--- config.mk ---
export PLATFORM = sky130hd
export DESIGN_NAME = instr_fetch_rv_flat
export DESIGN_NICKNAME = d
export VERILOG_FILES = /design/src/rtl/instr_fetch_rv_if.sv /design/src/rtl/instr_fetch_rv.sv /design/src/flat_wrapper.sv
export SDC_FILE = /design/constraint.sdc
export NUM_CORES = 1
export LEC_CHECK = 0
export CAP_MARGIN = 5
export CELL_PAD_IN_SITES_DETAIL_PLACEMENT = 1
export CELL_PAD_IN_SITES_GLOBAL_PLACEMENT = 1
export CORE_ASPECT_RATIO = 1.25
export CORE_MARGIN = 5
export CORE_UTILIZATION = 37
export DETAILED_ROUTE_END_ITERATION = 12
export PLACE_DENSITY_LB_ADDON = 0.1
export SETUP_SLACK_MARGIN = 0.3
export SLEW_MARGIN = 20
export SYNTH_ARGS = -nofsm -noshare
export SYNTH_HDL_FRONTEND = slang
export SYNTH_SLANG_ARGS = --single-unit
--- constraint.sdc ---
create_clock -name iwClk -period 4.05 [get_ports iwClk]
set_clock_uncertainty 0.1 [all_clocks]
set_input_delay 0.6075 -clock iwClk [delete_from_list [all_inputs] [get_ports iwClk]]
set_output_delay 0.6075 -clock iwClk [all_outputs]
set_load 0.05 [all_outputs]
--- src/rtl/instr_fetch_rv_if.sv ---
// Fetch-side bus: the instruction-memory req/ack port and the decode valid/ready port.
// The fetch unit is the master of both.
interface instr_fetch_rv_if;
    logic        orIMemReq;
    logic [31:0] orIMemAddr;
    logic        iwIMemAck;
    logic [31:0] iwIMemData;
    logic [31:0] orInstr;
    logic [31:0] orPc;
    logic        orValid;
    logic        iwReady;

    modport master (
        output orIMemReq, orIMemAddr, orInstr, orPc, orValid,
        input  iwIMemAck, iwIMemData, iwReady
    );

    modport slave (
        input  orIMemReq, orIMemAddr, orInstr, orPc, orValid,
        output iwIMemAck, iwIMemData, iwReady
    );
endinterface

--- src/rtl/instr_fetch_rv.sv ---
// Instruction fetch and next-PC unit for the multi-cycle RV32I core: fetches one word,
// hands it to decode, waits for control resolution, then steps, jumps or halts.
module instr_fetch_rv #(
    parameter logic [31:0] RESET_PC = 32'h0000_0000
) (
    input  logic             iwClk,
    input  logic             iwRst,
    instr_fetch_rv_if.master bus,
    input  logic             iwResolve,
    input  logic             iwnIllegal,
    input  logic [1:0]       iwNextPcSrc,
    input  logic [19:0]      iwNextPcImmediate20,
    input  logic [11:0]      iwNextPcImmediate12,
    input  logic [31:0]      iwJalrBase,
    input  logic             iwBranchCond,
    input  logic             iwBranchInverted,
    output logic [31:0]      orInstrCount,
    output logic             orHalted,
    output logic             orMisaligned
);
    localparam logic [1:0] NEXT_PC_SRC_SEQ  = 2'd0;
    localparam logic [1:0] NEXT_PC_SRC_JAL  = 2'd1;
    localparam logic [1:0] NEXT_PC_SRC_JALR = 2'd2;
    localparam logic [1:0] NEXT_PC_SRC_B    = 2'd3;

    typedef enum logic [1:0] {FETCH, PRESENT, WAIT_RESOLVE, HALT} fetchStateT;

    fetchStateT  state, stateNext;
    logic        req, reqNext;
    logic        valid, validNext;
    logic        halted, haltedNext;
    logic        misaligned, misalignedNext;
    logic [31:0] instr, instrNext;
    logic [31:0] pc, pcNext;
    logic [31:0] count, countNext;

    logic [31:0] jalOffset;
    logic [31:0] branchOffset;
    logic [31:0] jalrSum;
    logic [31:0] target;
    logic        branchTaken;

    // Immediates arrive as raw instruction fields and are unscrambled here.
    assign jalOffset = {{11{iwNextPcImmediate20[19]}}, iwNextPcImmediate20[19],
                        iwNextPcImmediate20[7:0], iwNextPcImmediate20[8],
                        iwNextPcImmediate20[18:9], 1'b0};
    assign branchOffset = {{19{iwNextPcImmediate12[11]}}, iwNextPcImmediate12[11],
                           iwNextPcImmediate12[0], iwNextPcImmediate12[10:5],
                           iwNextPcImmediate12[4:1], 1'b0};
    assign jalrSum     = iwJalrBase + {{20{iwNextPcImmediate12[11]}}, iwNextPcImmediate12};
    assign branchTaken = iwBranchCond ^ iwBranchInverted;

    always_comb begin
        unique case (iwNextPcSrc)
            NEXT_PC_SRC_SEQ:  target = pc + 32'd4;
            NEXT_PC_SRC_JAL:  target = pc + jalOffset;
            NEXT_PC_SRC_JALR: target = {jalrSum[31:1], 1'b0};
            NEXT_PC_SRC_B:    target = branchTaken ? (pc + branchOffset) : (pc + 32'd4);
            default:          target = pc + 32'd4;
        endcase
    end

    always_comb begin
        // NOTE: every next value defaults to its current value first, so no branch of the case infers a latch.
        stateNext      = state;
        reqNext        = req;
        validNext      = valid;
        instrNext      = instr;
        pcNext         = pc;
        countNext      = count;
        haltedNext     = halted;
        misalignedNext = misaligned;

        unique case (state)
            FETCH: begin
                if (req && bus.iwIMemAck) begin
                    instrNext = bus.iwIMemData;
                    validNext = 1'b1;
                    reqNext   = 1'b0;
                    stateNext = PRESENT;
                end else begin
                    reqNext = 1'b1;
                end
            end
            PRESENT: begin
                if (bus.iwReady) begin
                    validNext = 1'b0;
                    stateNext = WAIT_RESOLVE;
                end
            end
            WAIT_RESOLVE: begin
                if (iwResolve) begin
                    if (!iwnIllegal) begin
                        haltedNext = 1'b1;
                        stateNext  = HALT;
                    end else if (target[1:0] != 2'b00) begin
                        haltedNext     = 1'b1;
                        misalignedNext = 1'b1;
                        stateNext      = HALT;
                    end else begin
                        pcNext    = target;
                        countNext = count + 32'd1;
                        stateNext = FETCH;
                    end
                end
            end
            HALT: begin
                // Terminal until reset; everything stays frozen.
            end
            default: stateNext = HALT;
        endcase
    end

    always_ff @(posedge iwClk) begin
        // NOTE: sequential state is written with non-blocking assignments so all registers update together.
        if (iwRst) begin
            state      <= FETCH;
            req        <= 1'b0;
            valid      <= 1'b0;
            instr      <= 32'd0;
            pc         <= RESET_PC;
            count      <= 32'd0;
            halted     <= 1'b0;
            misaligned <= 1'b0;
        end else begin
            state      <= stateNext;
            req        <= reqNext;
            valid      <= validNext;
            instr      <= instrNext;
            pc         <= pcNext;
            count      <= countNext;
            halted     <= haltedNext;
            misaligned <= misalignedNext;
        end
    end

    assign bus.orIMemReq  = req;
    assign bus.orIMemAddr = pc;
    assign bus.orInstr    = instr;
    assign bus.orPc       = pc;
    assign bus.orValid    = valid;
    assign orInstrCount   = count;
    assign orHalted       = halted;
    assign orMisaligned   = misaligned;
endmodule

--- src/flat_wrapper.sv ---
// flat-port wrapper written by rule: the top's interface ports become plain ports
module instr_fetch_rv_flat 
#(
    parameter logic [31:0] RESET_PC = 32'h0000_0000
)
  (iwClk, iwRst, iwResolve, iwnIllegal, iwNextPcSrc, iwNextPcImmediate20, iwNextPcImmediate12, iwJalrBase, iwBranchCond, iwBranchInverted, orInstrCount, orHalted, orMisaligned, bus_orIMemReq, bus_orIMemAddr, bus_orInstr, bus_orPc, bus_orValid, bus_iwIMemAck, bus_iwIMemData, bus_iwReady);
  instr_fetch_rv_if bus_i ();
  input  logic iwClk;
  input  logic iwRst;
  input  logic iwResolve;
  input  logic iwnIllegal;
  input  logic [1:0] iwNextPcSrc;
  input  logic [19:0] iwNextPcImmediate20;
  input  logic [11:0] iwNextPcImmediate12;
  input  logic [31:0] iwJalrBase;
  input  logic iwBranchCond;
  input  logic iwBranchInverted;
  output logic [31:0] orInstrCount;
  output logic orHalted;
  output logic orMisaligned;
  output wire logic [$bits(bus_i.orIMemReq)-1:0] bus_orIMemReq;
  output wire logic [$bits(bus_i.orIMemAddr)-1:0] bus_orIMemAddr;
  output wire logic [$bits(bus_i.orInstr)-1:0] bus_orInstr;
  output wire logic [$bits(bus_i.orPc)-1:0] bus_orPc;
  output wire logic [$bits(bus_i.orValid)-1:0] bus_orValid;
  input wire logic [$bits(bus_i.iwIMemAck)-1:0] bus_iwIMemAck;
  input wire logic [$bits(bus_i.iwIMemData)-1:0] bus_iwIMemData;
  input wire logic [$bits(bus_i.iwReady)-1:0] bus_iwReady;
  assign bus_orIMemReq = bus_i.orIMemReq;
  assign bus_orIMemAddr = bus_i.orIMemAddr;
  assign bus_orInstr = bus_i.orInstr;
  assign bus_orPc = bus_i.orPc;
  assign bus_orValid = bus_i.orValid;
  assign bus_i.iwIMemAck = bus_iwIMemAck;
  assign bus_i.iwIMemData = bus_iwIMemData;
  assign bus_i.iwReady = bus_iwReady;
  instr_fetch_rv #(.RESET_PC(RESET_PC)) u_core (.iwClk(iwClk), .iwRst(iwRst), .bus(bus_i), .iwResolve(iwResolve), .iwnIllegal(iwnIllegal), .iwNextPcSrc(iwNextPcSrc), .iwNextPcImmediate20(iwNextPcImmediate20), .iwNextPcImmediate12(iwNextPcImmediate12), .iwJalrBase(iwJalrBase), .iwBranchCond(iwBranchCond), .iwBranchInverted(iwBranchInverted), .orInstrCount(orInstrCount), .orHalted(orHalted), .orMisaligned(orMisaligned));
endmodule
==> run summary, run 1 <==
The logs give 1997 for the number of non-filler instances in the completed layout and 0 for the final global-route overflow total. The routed design has 40400 um of wire. The endpoint required time on the critical path was 4.18 ns.

The critical setup path kind was input pin to flip-flop. The fraction of the mapped netlist area in compound gates is 0.280. Measured along the y axis, the die boundary spans 198 um.

For the pin count of the biggest net entering global routing, the log shows 72. The delay of the slowest cell on the worst path works out to 0.49 ns. For this design the top-level I/O count stands at 238. The deepest clock path buffer count is 2, and the number of instances in the synthesized netlist is 1426. Buffers placed on the I/O ports in this run total 237. The number of nets in the synthesized netlist is 1631.

Setup violations remaining at the end of the flow were counted as 0. Total net switching power: 1.17 mW. The overall track demand over capacity in global routing was 0.246; the worst hold path depth was 2. From synthesis to final layout, the design area changed by 30.3%. The smallest clock period supported by the final layout is computed as 3.60 ns. The run finished with clean final reports. The run gives 672 as the number of DRC markers in iteration 0. The share of the cycle needed by the critical path after routing is 0.888, and the area fraction in and, or, nand and nor cells after synthesis is 0.221.

The sequential share of power is 0.340. The logs give 0.918 for the global placer's final weighted congestion and 0 for the number of nets still failing antenna checks after routing. Summed over all nets, the half-perimeter wirelength after detailed placement is 32400 um.

In the final layout, the multi-input gates occupy 7840 um^2. At the pin with the least slew margin, the transition time is 0.876 ns. The share of synthesized registers carrying an async set or reset is 0. Max-slew headroom at the worst pin: 0.414. Final routed wire length divided by cell count: 20.2 um. Internal power comes to 2.02 mW. The worst ir drop on vdd was 0.186 mV. The run gives 27700 um^2 as the standard cell core area.

For this design the static power due to leakage is 5.25 nW. The run gives 0.294 as the portion of total power attributed to the clock network. The ratio of cells with drive above 1 in the final layout is 0.0687. Fmax: 278 MHz.

The cell count after placement is 1980. Counting stages on the worst path, the most repeated cell is sky130_fd_sc_hd__o21ai_0. The buffering stage count on the worst path with inverters included came out at 2.

The number of clock buffers added by TritonCTS is 9. The yosys synthesis warning count is 0. TritonCTS built the clock tree.

The logs give 0.491 for the post-route core utilization and 0.36 ns for the latest clock arrival within the worst-skew pair. At the end of the flow, the number of nets in the layout was 1846. For the pre-CTS setup slack, the log shows 0.0380 ns. The signal on the critical path passes through clkdlybuf4s50_1 -> buf_4 -> fa_1 -> a211oi_1 -> o21ai_0 -> a211o_1 -> o21ai_1 -> o31ai_1 -> a211oi_2 -> xnor2_1 -> o21ai_0 -> o221ai_1 -> o2bb2ai_1. The type of the tightest min-delay check was flip-flop to flip-flop.

In this run the worst path has a maximum fanout of 4. The part of the Yosys area used for sequential elements came out at 0.195. Cell chosen for the clock root: sky130_fd_sc_hd__clkbuf_16.

The kind of end point of the critical path was a flip-flop. The gate family responsible for the most delay along the worst path was compound AO/OA/AOI/OAI gates. Max-cap violations in this run came to 0.

Counting flops with a built-in enable in the synthesized netlist gives 0. The top flip-flop cell by instance count after synthesis is sky130_fd_sc_hd__dfxtp_1. The tools report the starting utilization of the core area as 0.377.

The proportion of total power due to net switching was 0.366; the number of cells on the worst reg-to-reg path was 15. The first global-routing pass estimated 63600 um of wire. The overall via count from detail_route was 11600; the xor/xnor cell area share of the yosys netlist was 0.108. Multiplexer share of the synthesized area: 0.0153. The run gives 10500 um^2 as the area of the mapped netlist. Overall power consumption after layout is estimated at 3.18 mW.

Sum of negative setup slack: 0 ns. The post-synthesis adder-cell area fraction works out to 0.121. The floorplan has 68 rows.

Final hold analysis gives a worst-case slack of 0.354 ns. For the die area, the log shows 31700 um^2. The slowest stage of the critical path belongs to the cell sky130_fd_sc_hd__fa_1. After detailed routing, the number of remaining DRC violations is 0. The final number of max-transition violations is 0, and the sink count of the clock tree is 102. The clock-pin transition on the worst setup and hold timing paths was 0.07 ns; the cell depth of the worst setup path was 13.

The layout has 3483 filler cells. The die is 160 um wide. The area of all placed cells without fillers is 13600 um^2, and the share of power burned in combinational logic is 0.366. Total count of hold-check failures in the final report: 0. Using the TritonRoute via totals, the vias-per-cell ratio works out to 5.79. For the number of global-route vias before repair, the log shows 11700. The run gives 13300 um^2 as the total cell area at the placement stage. Synthesis inferred 102 register bits. The power density over cell area is 234 nW/um^2. The H-tree was split into 3 levels. Setup repair after global routing could not meet its margin everywhere. After clock tree synthesis, the setup repair step added 0 buffers. The startpoint kind of the worst setup timing path was an input pin. In this run, distinct cell masters in the synthesized netlist total 76. The first detailed-routing pass took 5 iterations. The data arrival time of the worst path was 3.73 ns; the average instance area after synthesis was 7.33 um^2. Across the whole layout, storage elements account for 2040 um^2. By area, the combinational part of the netlist is dominated by compound AO/OA/AOI/OAI gates.

Setup slack closes at 0.452 ns. The number of antenna violations at the first check in global routing came out at 2.
-- cells in the mapped netlist, types with 4 or more instances --
master                       n  area, um^2
sky130_fd_sc_hd__a31oi_1    20         125
sky130_fd_sc_hd__xnor2_1    63         552
sky130_fd_sc_hd__o31ai_1     6        45.0
sky130_fd_sc_hd__nor3_1     32         160
sky130_fd_sc_hd__o21bai_1   17         128
sky130_fd_sc_hd__inv_1      36         135
sky130_fd_sc_hd__nor2b_1    11        68.8
sky130_fd_sc_hd__a21o_1     29         218
sky130_fd_sc_hd__a221oi_1   11        96.3
sky130_fd_sc_hd__o22ai_1     9        56.3
sky130_fd_sc_hd__or3_1      14        87.6
sky130_fd_sc_hd__a211oi_1   26         195
sky130_fd_sc_hd__o221ai_1    8        70.1
sky130_fd_sc_hd__nand2_1   159         597
sky130_fd_sc_hd__a31o_2      4        35.0
sky130_fd_sc_hd__a21oi_1   156         781
sky130_fd_sc_hd__nor4_1      5        31.3
sky130_fd_sc_hd__and3_1     22         138
sky130_fd_sc_hd__dfxtp_1   102        2040
sky130_fd_sc_hd__nor2_1    118         443
sky130_fd_sc_hd__o211ai_1   12        90.1
sky130_fd_sc_hd__nand3_1    44         220
sky130_fd_sc_hd__o21ai_1     6        30.0
sky130_fd_sc_hd__nand4_1    24         150
sky130_fd_sc_hd__o21ai_0    97         485
sky130_fd_sc_hd__a211o_1     9        78.8
sky130_fd_sc_hd__mux2i_1     7        70.1
sky130_fd_sc_hd__o21a_1     11        82.6
sky130_fd_sc_hd__buf_4      33         248
sky130_fd_sc_hd__nand2b_1   14        87.6
sky130_fd_sc_hd__a311oi_1    4        35.0
sky130_fd_sc_hd__a21boi_0    5        37.5
sky130_fd_sc_hd__and2_1     12        75.1
sky130_fd_sc_hd__o31a_1      4        35.0
sky130_fd_sc_hd__clkbuf_1   56         210
sky130_fd_sc_hd__and4_1      6        52.6
sky130_fd_sc_hd__ha_1       96        1200
sky130_fd_sc_hd__xor2_1     66         578
sky130_fd_sc_hd__buf_1       5        18.8
-- logic make-up after synthesis --
| logic type | count (synthesis) |
|---|---|
| AO/OA/AOI/OAI | 467 |
| XOR/XNOR | 129 |
| adder cells (fa/ha/maj) | 99 |
| buffers and inverters | 133 |
| flip-flops | 102 |
| multiplexers | 12 |
| AND/OR/NAND/NOR | 484 |
-- worst min-delay path: stages (launching register included) --
cell,delay (ns)
sky130_fd_sc_hd__dfxtp_1,0.31
sky130_fd_sc_hd__nand2_1,0.05
sky130_fd_sc_hd__a21oi_1,0.05
-- layout by cell type (no fill, tap or decap), types with 29 or more instances in the layout --
cell type,count
sky130_fd_sc_hd__clkdlybuf4s50_1,235
sky130_fd_sc_hd__nand2_1,159
sky130_fd_sc_hd__a21oi_1,155
sky130_fd_sc_hd__nor2_1,118
sky130_fd_sc_hd__dfxtp_1,102
sky130_fd_sc_hd__ha_1,95
sky130_fd_sc_hd__o21ai_0,94
sky130_fd_sc_hd__xor2_1,66
sky130_fd_sc_hd__buf_4,64
sky130_fd_sc_hd__xnor2_1,63
sky130_fd_sc_hd__nand3_1,44
sky130_fd_sc_hd__inv_1,36
sky130_fd_sc_hd__nor3_1,32
sky130_fd_sc_hd__a21o_1,29
-- final cells by class --
type | count | share of cell area
diodes | 2 | 0.000367
inverters | 36 | 0.00992
multi-input cells | 1191 | 0.575
repair buffers | 301 | 0.210
well taps | 350 | 0.0322
clock inverters | 4 | 0.00404
clock buffers | 11 | 0.0186
flip-flops and latches | 102 | 0.150
-- flip-flops by register name, indices dropped and copies added, names as in the netlist --
register	count
u_core.bus.orIMemAddr	32
u_core.bus.orIMemReq	1
u_core.bus.orInstr	32
u_core.bus.orValid	1
u_core.orHalted	1
u_core.orInstrCount	32
u_core.orMisaligned	1
u_core.state	2
-- layer usage --
layer	part of all wire	wire (um)	GRT usage	up-vias
li1	-	-	-	5606
met3	0.048	1950	0.0339	54
met1	0.46	18400	0.320	5559
met5	0	0	0	-
met4	0.024	989	0.0794	0
met2	0.47	19100	0.422	338
-- timing repair --
item / in CTS / in global routing
hold buffers: 0 / 0
gates resized for setup: 0 / 14
endpoints found under the setup margin: 0 / 9
-- worst paths after layout --
path	from	end	slack, ns
worst max-delay path	iwNextPcImmediate12[1]	u_core.bus.orIMemAddr[28]	0.45
worst min-delay path	u_core.bus.orInstr[18]	u_core.bus.orInstr[18]	0.35
worst max register to register	u_core.bus.orIMemAddr[1]	u_core.bus.orIMemAddr[29]	0.66
worst min register to register	u_core.bus.orInstr[18]	u_core.bus.orInstr[18]	0.35
-- power by group through the flow --
stage | Clock, mW | Combinational [mW] | Sequential (mW)
after floorplan | 0 | 0.573 | 1.25
after detailed placement | 0 | 1.16 | 1.10
final | 0.936 | 1.16 | 1.08
after global placement | 0 | 1.14 | 1.10
after CTS | 0.966 | 1.16 | 1.08
after global routing | 0.992 | 1.26 | 1.09
(Power assumes the default switching activity.)
==> inputs of run 2 (changes only) <==
- CAP_MARGIN: 5 -> 15
==> results of run 2 <==
Final layout, timing and power as in run 1 (identical DEF).
